===== src/rtl/timer_pkg.sv =====
// rtl/timer_pkg.sv - shared encodings for the timer_counter peripheral
package timer_pkg;

    typedef enum logic [1:0] {
        ST_IDLE = 2'd0,
        ST_LOAD = 2'd1,
        ST_CNT  = 2'd2,
        ST_INT  = 2'd3
    } timer_state_e;

    localparam logic [1:0] REG_CTRL   = 2'd0;
    localparam logic [1:0] REG_PRESET = 2'd1;
    localparam logic [1:0] REG_COUNT  = 2'd2;
    localparam logic [1:0] REG_RSVD   = 2'd3;

    localparam int CTRL_W       = 4;
    localparam int CTRL_EN      = 0;
    localparam int CTRL_MODE_LO = 1;
    localparam int CTRL_MODE_HI = 2;
    localparam int CTRL_IM      = 3;

    localparam logic [1:0] MODE_ONESHOT = 2'd0;
    localparam logic [1:0] MODE_RELOAD  = 2'd1;

endpackage


===== src/rtl/timer_counter.sv =====
// rtl/timer_counter.sv - memory-mapped down-counter with one-shot/auto-reload modes and IRQ
module timer_counter
    import timer_pkg::*;
#(
    parameter int CNT_W = 32
) (
    input  logic        clk,
    input  logic        reset,
    input  logic [29:0] Addr,
    input  logic        WE,
    input  logic [31:0] Din,
    output logic [31:0] Dout,
    output logic        IRQ
);

    timer_state_e       state_q, state_d;
    logic [CTRL_W-1:0]  ctrl_q, ctrl_d;
    logic [CNT_W-1:0]   preset_q, preset_d;
    logic [CNT_W-1:0]   count_q, count_d;
    logic               irq_flag_q, irq_flag_d;
    logic               irq_q, irq_d;

    logic [1:0]         reg_sel;
    logic [1:0]         mode;
    logic               unused_bits;

    assign reg_sel     = Addr[1:0];
    assign mode        = ctrl_q[CTRL_MODE_HI:CTRL_MODE_LO];
    assign unused_bits = ^{Addr[29:2], Din};

    always_ff @(posedge clk or posedge reset) begin
        if (reset) begin
            state_q    <= ST_IDLE;
            ctrl_q     <= '0;
            preset_q   <= '0;
            count_q    <= '0;
            irq_flag_q <= 1'b0;
            irq_q      <= 1'b0;
        end else begin
            state_q    <= state_d;
            ctrl_q     <= ctrl_d;
            preset_q   <= preset_d;
            count_q    <= count_d;
            irq_flag_q <= irq_flag_d;
            irq_q      <= irq_d;
        end
    end

    always_comb begin
        state_d    = state_q;
        ctrl_d     = ctrl_q;
        preset_d   = preset_q;
        count_d    = count_q;
        irq_flag_d = irq_flag_q;

        case (state_q)
            ST_IDLE: begin
                if (ctrl_q[CTRL_EN]) state_d = ST_LOAD;
            end
            ST_LOAD: begin
                count_d = preset_q;
                state_d = ST_CNT;
            end
            ST_CNT: begin
                if (!ctrl_q[CTRL_EN]) begin
                    state_d = ST_IDLE;
                end else if (count_q > CNT_W'(1)) begin
                    count_d = count_q - CNT_W'(1);
                end else begin
                    count_d    = '0;
                    irq_flag_d = 1'b1;
                    state_d    = ST_INT;
                end
            end
            ST_INT: begin
                if (mode == MODE_RELOAD) begin
                    irq_flag_d = 1'b0;
                    state_d    = ST_LOAD;
                end else begin
                    ctrl_d[CTRL_EN] = 1'b0;
                    state_d         = ST_IDLE;
                end
            end
            default: state_d = ST_IDLE;
        endcase

        // CPU writes come last so a written En overrides the one-shot clear
        if (WE) begin
            case (reg_sel)
                REG_CTRL: begin
                    ctrl_d     = Din[CTRL_W-1:0];
                    irq_flag_d = 1'b0;
                end
                REG_PRESET: begin
                    preset_d   = Din[CNT_W-1:0];
                    irq_flag_d = 1'b0;
                end
                default: ;
            endcase
        end
    end

    // IM comes from the post-write CTRL so setting IM exposes a pending flag at once
    always_comb begin
        irq_d = irq_flag_q & ctrl_d[CTRL_IM];
        Dout  = '0;
        case (reg_sel)
            REG_CTRL:   Dout[CTRL_W-1:0] = ctrl_q;
            REG_PRESET: Dout[CNT_W-1:0]  = preset_q;
            REG_COUNT:  Dout[CNT_W-1:0]  = count_q;
            REG_RSVD:   Dout             = '0;
            default:    Dout             = '0;
        endcase
    end

    assign IRQ = irq_q;

endmodule

===== config.mk =====
export PLATFORM = sky130hd
export DESIGN_NAME = timer_counter
export DESIGN_NICKNAME = d
export VERILOG_FILES = /design/src/rtl/timer_pkg.sv /design/src/rtl/timer_counter.sv
export SDC_FILE = /design/constraint.sdc
export NUM_CORES = 1
export LEC_CHECK = 0
export CORE_MARGIN = 5
export CORE_UTILIZATION = 55
export DETAILED_ROUTE_END_ITERATION = 10
export DONT_BUFFER_PORTS = 1
export MAX_ROUTING_LAYER = met4
export PLACE_DENSITY_LB_ADDON = 0.1
export RECOVER_POWER = 25
export SYNTH_ARGS = -nofsm -noshare
export SYNTH_HDL_FRONTEND = slang
export SYNTH_SLANG_ARGS = --single-unit

===== constraint.sdc =====
create_clock -name clk -period 3.3 [get_ports clk]
set_input_delay 0.33 -clock clk [delete_from_list [all_inputs] [get_ports clk]]
set_output_delay 0.33 -clock clk [all_outputs]
set_load 0.1 [all_outputs]

==> flow_metrics.py, run 1 <==
metrics = {
    "global_route": {
        "grt_usage_pct": 24.4,
        "grt_max_degree": 73,
        "grt_pass1_vias": 3689,
        "grt_pass1_wl_um": 18700,
        "antenna_found_initial": 0,
        "overflow": 0,
    },
    "setup_path": {
        "path_cells": "or4_1 -> or4_1 -> o41a_1 -> buf_4 -> a32oi_1 -> o2bb2ai_1",
        "cp_max_fo": 14,
        "end_kind": "flop",
        "r2r_slack_ps": 330,
        "rr_startpoint": "count_q[24]",
        "crit_path_top_delay_cell": "or4_1",
        "critPathKind": "flop to flop",
        "slowest_delay_ps": 660,
        "path_common_cell": "or4_1",
        "worstPathArrival_ps": 3210,
        "cp.required_ps": 3530,
        "r2r_end": "count_q[31]",
        "reg2reg_depth": 6,
        "cp-start-kind": "flop",
    },
    "timing": {
        "setup_tns_ps": 0,
        "max_clock_freq_mhz": 336,
        "min_period_ps": 2970,
        "maxSlewViolCount": 73,
        "slew_headroom_pct": -20.5,
        "fin_worst_skew_ps": 12.9,
        "max_slew.worst_pin.slew_ps": 1810,
        "fin_crit_sh_pct": 90.1,
        "hold_viol": 0,
        "rsz0062_at_grt": "false",
        "finalSetupViolations": 0,
    },
    "yosys": {
        "async_reset_ff_share_pct": 100,
        "yosysMostFrequentCell": "dfrtp_1",
        "synth_area_leaders": "dfrtp_1, mux2_2, a22oi_1, nor2b_1, o21ai_0",
        "ys_ff_latch": 72,
        "synth_edf_count": 0,
        "yosysUniqueCellTypes": 49,
        "synthFlopType": "dfrtp_1",
        "synth_area_um2": 4210,
        "yosysWarnings": 0,
        "netlist_top_cells_count": "dfrtp_1, a22oi_1, mux2_2",
        "netlist.area_leader.share_pct": 42.8,
        "yosys.area.top_type": "dfrtp_1",
        "ys_seq_area_share_pct": 42.8,
        "avgSynthCellArea_um2": 9.75,
        "synth.net_count": 502,
        "synth_cells": 432,
    },
    "drt": {
        "totalWireLength_um": 10900,
        "drt-vias-per-instance": 6.46,
        "wl_per_cell_um": 19.5,
        "ant_nets": 0,
        "drtPass1Iterations": 5,
        "drt-initial-drc-count": 274,
        "vias": 3623,
        "drc_errors": 0,
    },
    "die": {
        "ios": 98,
        "die-area_um2": 9510,
        "initial_core_util_pct": 55.4,
        "core_um2": 7610,
        "die_y_um": 97.5,
        "fp-row-count": 32,
        "die_w_um": 97.5,
    },
    "place": {
        "place.gp.congestion": 0.934,
        "hpwlAfterDp_um": 7480,
        "buffer_ports.inserted": 0,
        "placedInstanceArea_um2": 4630,
    },
    "clock_tree": {
        "root_buffer": "clkbuf_8",
        "clkTransAtPathRegs_ps": 80,
        "ctsResizeCount": 0,
        "cts_buffers": 9,
        "cts.htree.levels": 3,
        "clk_path_buf_depth": 2,
        "numClockSinks": 72,
        "clk_latency_ps": 360,
        "cts_tree": "yes",
    },
    "worst_hold_path": {
        "hold_end": "ctrl_q[0]",
        "hold_path_depth": 2,
        "hold_start": "Din[0]",
        "hold_class": "input pin to flop",
    },
    "final_layout": {
        "final_layout_size_suffix_gt1_share_pct": 29.2,
        "area_growth_pct": 14.5,
        "finalInstanceArea_um2": 4820,
        "postLayoutCoreUtil_pct": 63.4,
        "num_antenna_cells": 0,
        "fin_nets": 524,
    },
    "outcome": {
        "status": "finished, violations left",
        "violations": "capacitance limit, slew limit",
    },
    "power": {
        "leakagePower_nw": 1.95,
        "power_density_nw_per_um2": 865,
        "ir_drop_mv": 0.412,
    },
    "run": {
        "drv_cap": 1,
    },
}
-- where the power goes --
part,switching [W],internal [W]
combinational,0.00124,0.000706
clock,0.000344,0.000335
sequential,0.000373,0.00117
-- worst max path at each step --
stage	slack [ps]	end	from
floorplan	500	Dout[0]	Addr[1]
global placement	410	count_q[4]	count_q[24]
detailed placement	350	count_q[31]	count_q[24]
CTS	350	count_q[31]	count_q[24]
global route	210	count_q[31]	count_q[24]
finish	330	count_q[31]	count_q[24]
-- layout by cell type (no fill, tap or decap), types with 8 or more instances in the layout --
cell	synthesis	routed
nor2b_2	0	28
nor4_1	10	10
dfrtp_1	72	72
o22ai_1	8	8
nor2_1	14	14
a32oi_1	11	11
nor3_1	14	14
clkbuf_8	0	12
mux2_2	35	35
a21oi_1	9	8
nand2_1	25	25
a22oi_1	39	39
o2bb2ai_1	10	10
buf_4	2	46
inv_1	13	12
o21ai_0	22	18
-- cell families (layout without fill, tap and decap cells) --
family / Yosys count / count (layout) / share of synthesized area [%]
buffers and inverters: 50 / 77 / 5.23
multiplexers: 36 / 36 / 9.59
adder cells (fa/ha/maj): 5 / 5 / 1.49
flip-flops: 72 / 72 / 42.8
AND/OR/NAND/NOR: 131 / 131 / 17.1
AO/OA/AOI/OAI: 138 / 138 / 23.8
-- critical path: cells and delay by family (launching register included) --
family	cells	cell delay [ps]
flops	1	450
simple gates	2	1220
compound gates	3	890
buf+inv	1	290
-- timing repair --
action / 4_1_cts / 5_1_grt
hold buffers: 1 / 0
endpoints found under the hold margin: 72 / 0
buffers inserted: 0 / 0
-- per-stage QoR --
stage / power, W / instances / setup slack [ps] / hold slack [ps]
4_1_cts: 0.00417 / 561 / 352 / 91.6
3_5_place_dp: 0.00349 / 544 / 352 / 333
2_1_floorplan: 0.00299 / 432 / 498 / 454
3_3_place_gp: 0.00343 / 544 / 414 / 335
6_report: 0.00417 / 561 / 327 / 93.1
5_1_grt: 0.00444 / 561 / 214 / 103
-- layer usage --
| layer | GRT usage, % | vias up | wire length [um] |
|---|---|---|---|
| met2 | 38.4 | 117 | 5440 |
| met5 | - | - | 0 |
| li1 | - | 1686 | - |
| met4 | 6.50 | 0 | 123 |
| met3 | 5.10 | 12 | 532 |
| met1 | 32.2 | 1808 | 4840 |
-- layout make-up --
type                    instances  area, um2
fillers                       665       2790
multi-input cells             310       2290
flip-flops and latches         72       1800
repair buffers                 48        360
clock buffers                  12        165
well taps                     102        128
inverters                      13       48.8
clock inverters                 4       27.5
-- sequential cells by signal, summed over array words and instances (netlist names) --
name	count
preset_q	32
state_q	2
irq_flag_q	1
IRQ	1
count_q	32
ctrl_q	4
No activity file was read; power rests on OpenSTA's default activity.
==> run 2: changes to the inputs <==
ABC_AREA = 1   (was default)
==> run 2 against run 1 <==
Against the previous run:
- the flow now finishes without violations
- sequential cell count unchanged
- global-route usage up 0.93 points
- clock-buffer cell count down 2
- sequential power about the same
- register-to-register slack better by 910 ps
- routed wire length up 7.7%
- via count up 16%
==> flow_metrics.py, run 2 <==
metrics = {
    "timing": {
        "finalSetupViolations": 0,
        "fin_worst_skew_ps": 11.1,
        "fin_crit_sh_pct": 65.7,
        "whs_ps": 74.1,
        "max_clock_freq_mhz": 461,
        "min_period_ps": 2170,
        "hold_viol": 0,
        "setup_ws_ps": 1130,
        "maxSlewViolCount": 0,
        "slew_headroom_pct": 36.1,
        "rsz0062_at_grt": "false",
        "setup_tns_ps": 0,
        "max_slew.worst_pin.slew_ps": 958,
    },
    "run": {
        "drv_cap": 0,
    },
    "yosys": {
        "synth.net_count": 702,
        "synth_edf_count": 0,
        "yosysWarnings": 0,
        "netlist_top_cells_count": "nand2_1, dfrtp_1, nor2_1",
        "yosys.area.top_type": "dfrtp_1",
        "async_reset_ff_share_pct": 100,
        "avgSynthCellArea_um2": 7.24,
        "synth_area_leaders": "dfrtp_1, nand2_1, nor2_1, a21oi_1, mux2_2",
        "yosysMostFrequentCell": "nand2_1",
        "ys_seq_area_share_pct": 39.4,
        "synthFlopType": "dfrtp_1",
        "netlist.area_leader.share_pct": 39.4,
        "ys_ff_latch": 72,
        "synth_cells": 632,
        "yosysUniqueCellTypes": 36,
        "synth_area_um2": 4570,
    },
    "drt": {
        "totalWireLength_um": 11800,
        "drt-initial-drc-count": 235,
        "drtPass1Iterations": 4,
        "drt-vias-per-instance": 5.47,
        "wl_per_cell_um": 15.3,
        "ant_nets": 0,
        "drc_errors": 0,
        "vias": 4207,
    },
    "setup_path": {
        "cp.required_ps": 2970,
        "slowest_delay_ps": 520,
        "crit_path_top_delay_cell": "ha_1",
        "cp_top_family": "buffers and inverters",
        "critPathKind": "input pin to output pin",
        "cp-start-kind": "input pin",
        "critPathBufInv": 3,
        "cp_max_fo": 21,
        "end_kind": "output pin",
        "path_cells": "inv_1 -> ha_1 -> buf_4 -> nand2_1 -> a21oi_2 -> buf_4",
        "path_common_cell": "buf_4",
        "worstPathArrival_ps": 1840,
        "r2r_slack_ps": 1240,
    },
    "place": {
        "buffer_ports.inserted": 0,
        "hpwlAfterDp_um": 8740,
        "pre_cts_ws_ps": 1050,
        "place.gp.congestion": 0.932,
        "place_inst": 752,
    },
    "global_route": {
        "grt_pass1_vias": 4078,
        "grt_max_degree": 47,
        "antenna_found_initial": 0,
        "grt_usage_pct": 25.3,
        "grt_pass1_wl_um": 20100,
        "overflow": 0,
    },
    "final_layout": {
        "layout_common_cells": "nand2_1, dfrtp_1, nor2_1, inv_1, buf_4",
        "fin_nets": 729,
        "reg.largest.list": "count_q: 32 flops, preset_q: 32 flops, ctrl_q: 4 flops",
        "final_common_cell": "nand2_1",
        "num_antenna_cells": 0,
        "final_layout_size_suffix_gt1_share_pct": 21.4,
        "finalNonFillerCells": 769,
        "area_growth_pct": 14.1,
    },
    "power": {
        "p_int_w": 0.00223,
        "power_density_nw_per_um2": 832,
        "p_sw_share_pct": 48.6,
        "p_sw_w": 0.00211,
        "ir_drop_mv": 0.521,
        "combPwrFrac_pct": 46.8,
        "power.total_w": 0.00435,
        "p_seq_share_pct": 35.7,
        "leakagePower_nw": 2.45,
        "clockPowerShare_pct": 17.5,
    },
    "die": {
        "die_w_um": 101,
        "die-area_um2": 10200,
        "core_um2": 8180,
        "die_y_um": 101,
        "fp-row-count": 33,
        "ios": 98,
        "initial_core_util_pct": 56.0,
    },
    "outcome": {
        "status": "completed",
    },
    "clock_tree": {
        "cts_tree": "yes",
        "clk_latency_ps": 350,
        "clkTransAtPathRegs_ps": 80,
        "cts_setup_buffers": 0,
        "root_buffer": "clkbuf_8",
        "cts_buffers": 9,
        "numClockSinks": 72,
        "cts.htree.levels": 3,
        "clk_path_buf_depth": 2,
    },
    "worst_hold_path": {
        "hold_class": "input pin to flop",
    },
}
## run 2: cell families (layout without fill, tap and decap cells)
| logic type | count (synthesis) | after routing | synth area share [%] |
|---|---|---|---|
| flops | 72 | 72 | 39.4 |
| buf+inv | 68 | 100 | 6.40 |
| compound gates | 95 | 95 | 12.2 |
| xor+xnor | 18 | 18 | 3.45 |
| fa+ha+maj | 5 | 5 | 1.37 |
| mux | 18 | 18 | 4.43 |
| simple gates | 356 | 356 | 32.7 |
## run 2: worst register-to-register path, cell delays in order (launching register included)
cell and delay (ps):
dfrtp_1 420, inv_1 170, ha_1 310, nand2_4 130, nor2_8 180, nand2_2 90
nand2_2 70, nand2_2 80, nand2_4 230, o21ai_0 150, nand2_1 80, nand2_1 40
## run 2: area by class of cell
cell class	instances	area (um2)
Clock buffer	10	128
Fill cell	747	2950
Inverter	43	161
Tap cell	105	131
Multi-Input combinational cell	492	2610
Clock inverter	6	83.8
Timing Repair Buffer	41	310
Sequential cell	72	1800
## run 2: repair_timing
item	4_1_cts	5_1_grt
hold endpoints to repair	24	0
gates resized for setup	0	0
hold buffers	1	0
## run 2: final timing paths
| check | from | endpoint | cells after the start |
|---|---|---|---|
| max | Addr[1] | Dout[10] | 6 |
| min | WE | irq_flag_q | 1 |
| max reg2reg | count_q[0] | count_q[21] | 11 |
| min reg2reg | ctrl_q[2] | ctrl_q[2] | 2 |
| max in group asynchronous | reset | count_q[4] | 3 |
| min in group asynchronous | reset | preset_q[0] | 2 |
## run 2: metal layers
metal | share of wire (%) | GRT usage [%] | vias up | wire [um]
li1 | - | - | 2070 | -
met1 | 48 | 35.3 | 2012 | 5640
met2 | 46 | 39.4 | 112 | 5430
met3 | 5.2 | 4.34 | 13 | 613
met4 | 0.82 | 4.50 | 0 | 97
met5 | 0 | - | - | 0
## run 2: stage by stage
step | instance area [um2] | util [%]
2_1_floorplan | 4570 | -
3_3_place_gp | 5000 | 61.2
3_5_place_dp | 5000 | 61.2
4_1_cts | 5220 | 63.9
5_1_grt | 5220 | 63.9
6_report | 5220 | 63.9
## run 2: power groups by stage
stage / clock network [W] / registers (W) / logic (W)
after global placement: 0 / 0.00154 / 0.00197
after detailed placement: 0 / 0.00156 / 0.00203
after floorplan: 0 / 0.00143 / 0.00168
after global routing: 0.000814 / 0.00159 / 0.00226
after CTS: 0.000771 / 0.00154 / 0.00204
final: 0.000761 / 0.00155 / 0.00203
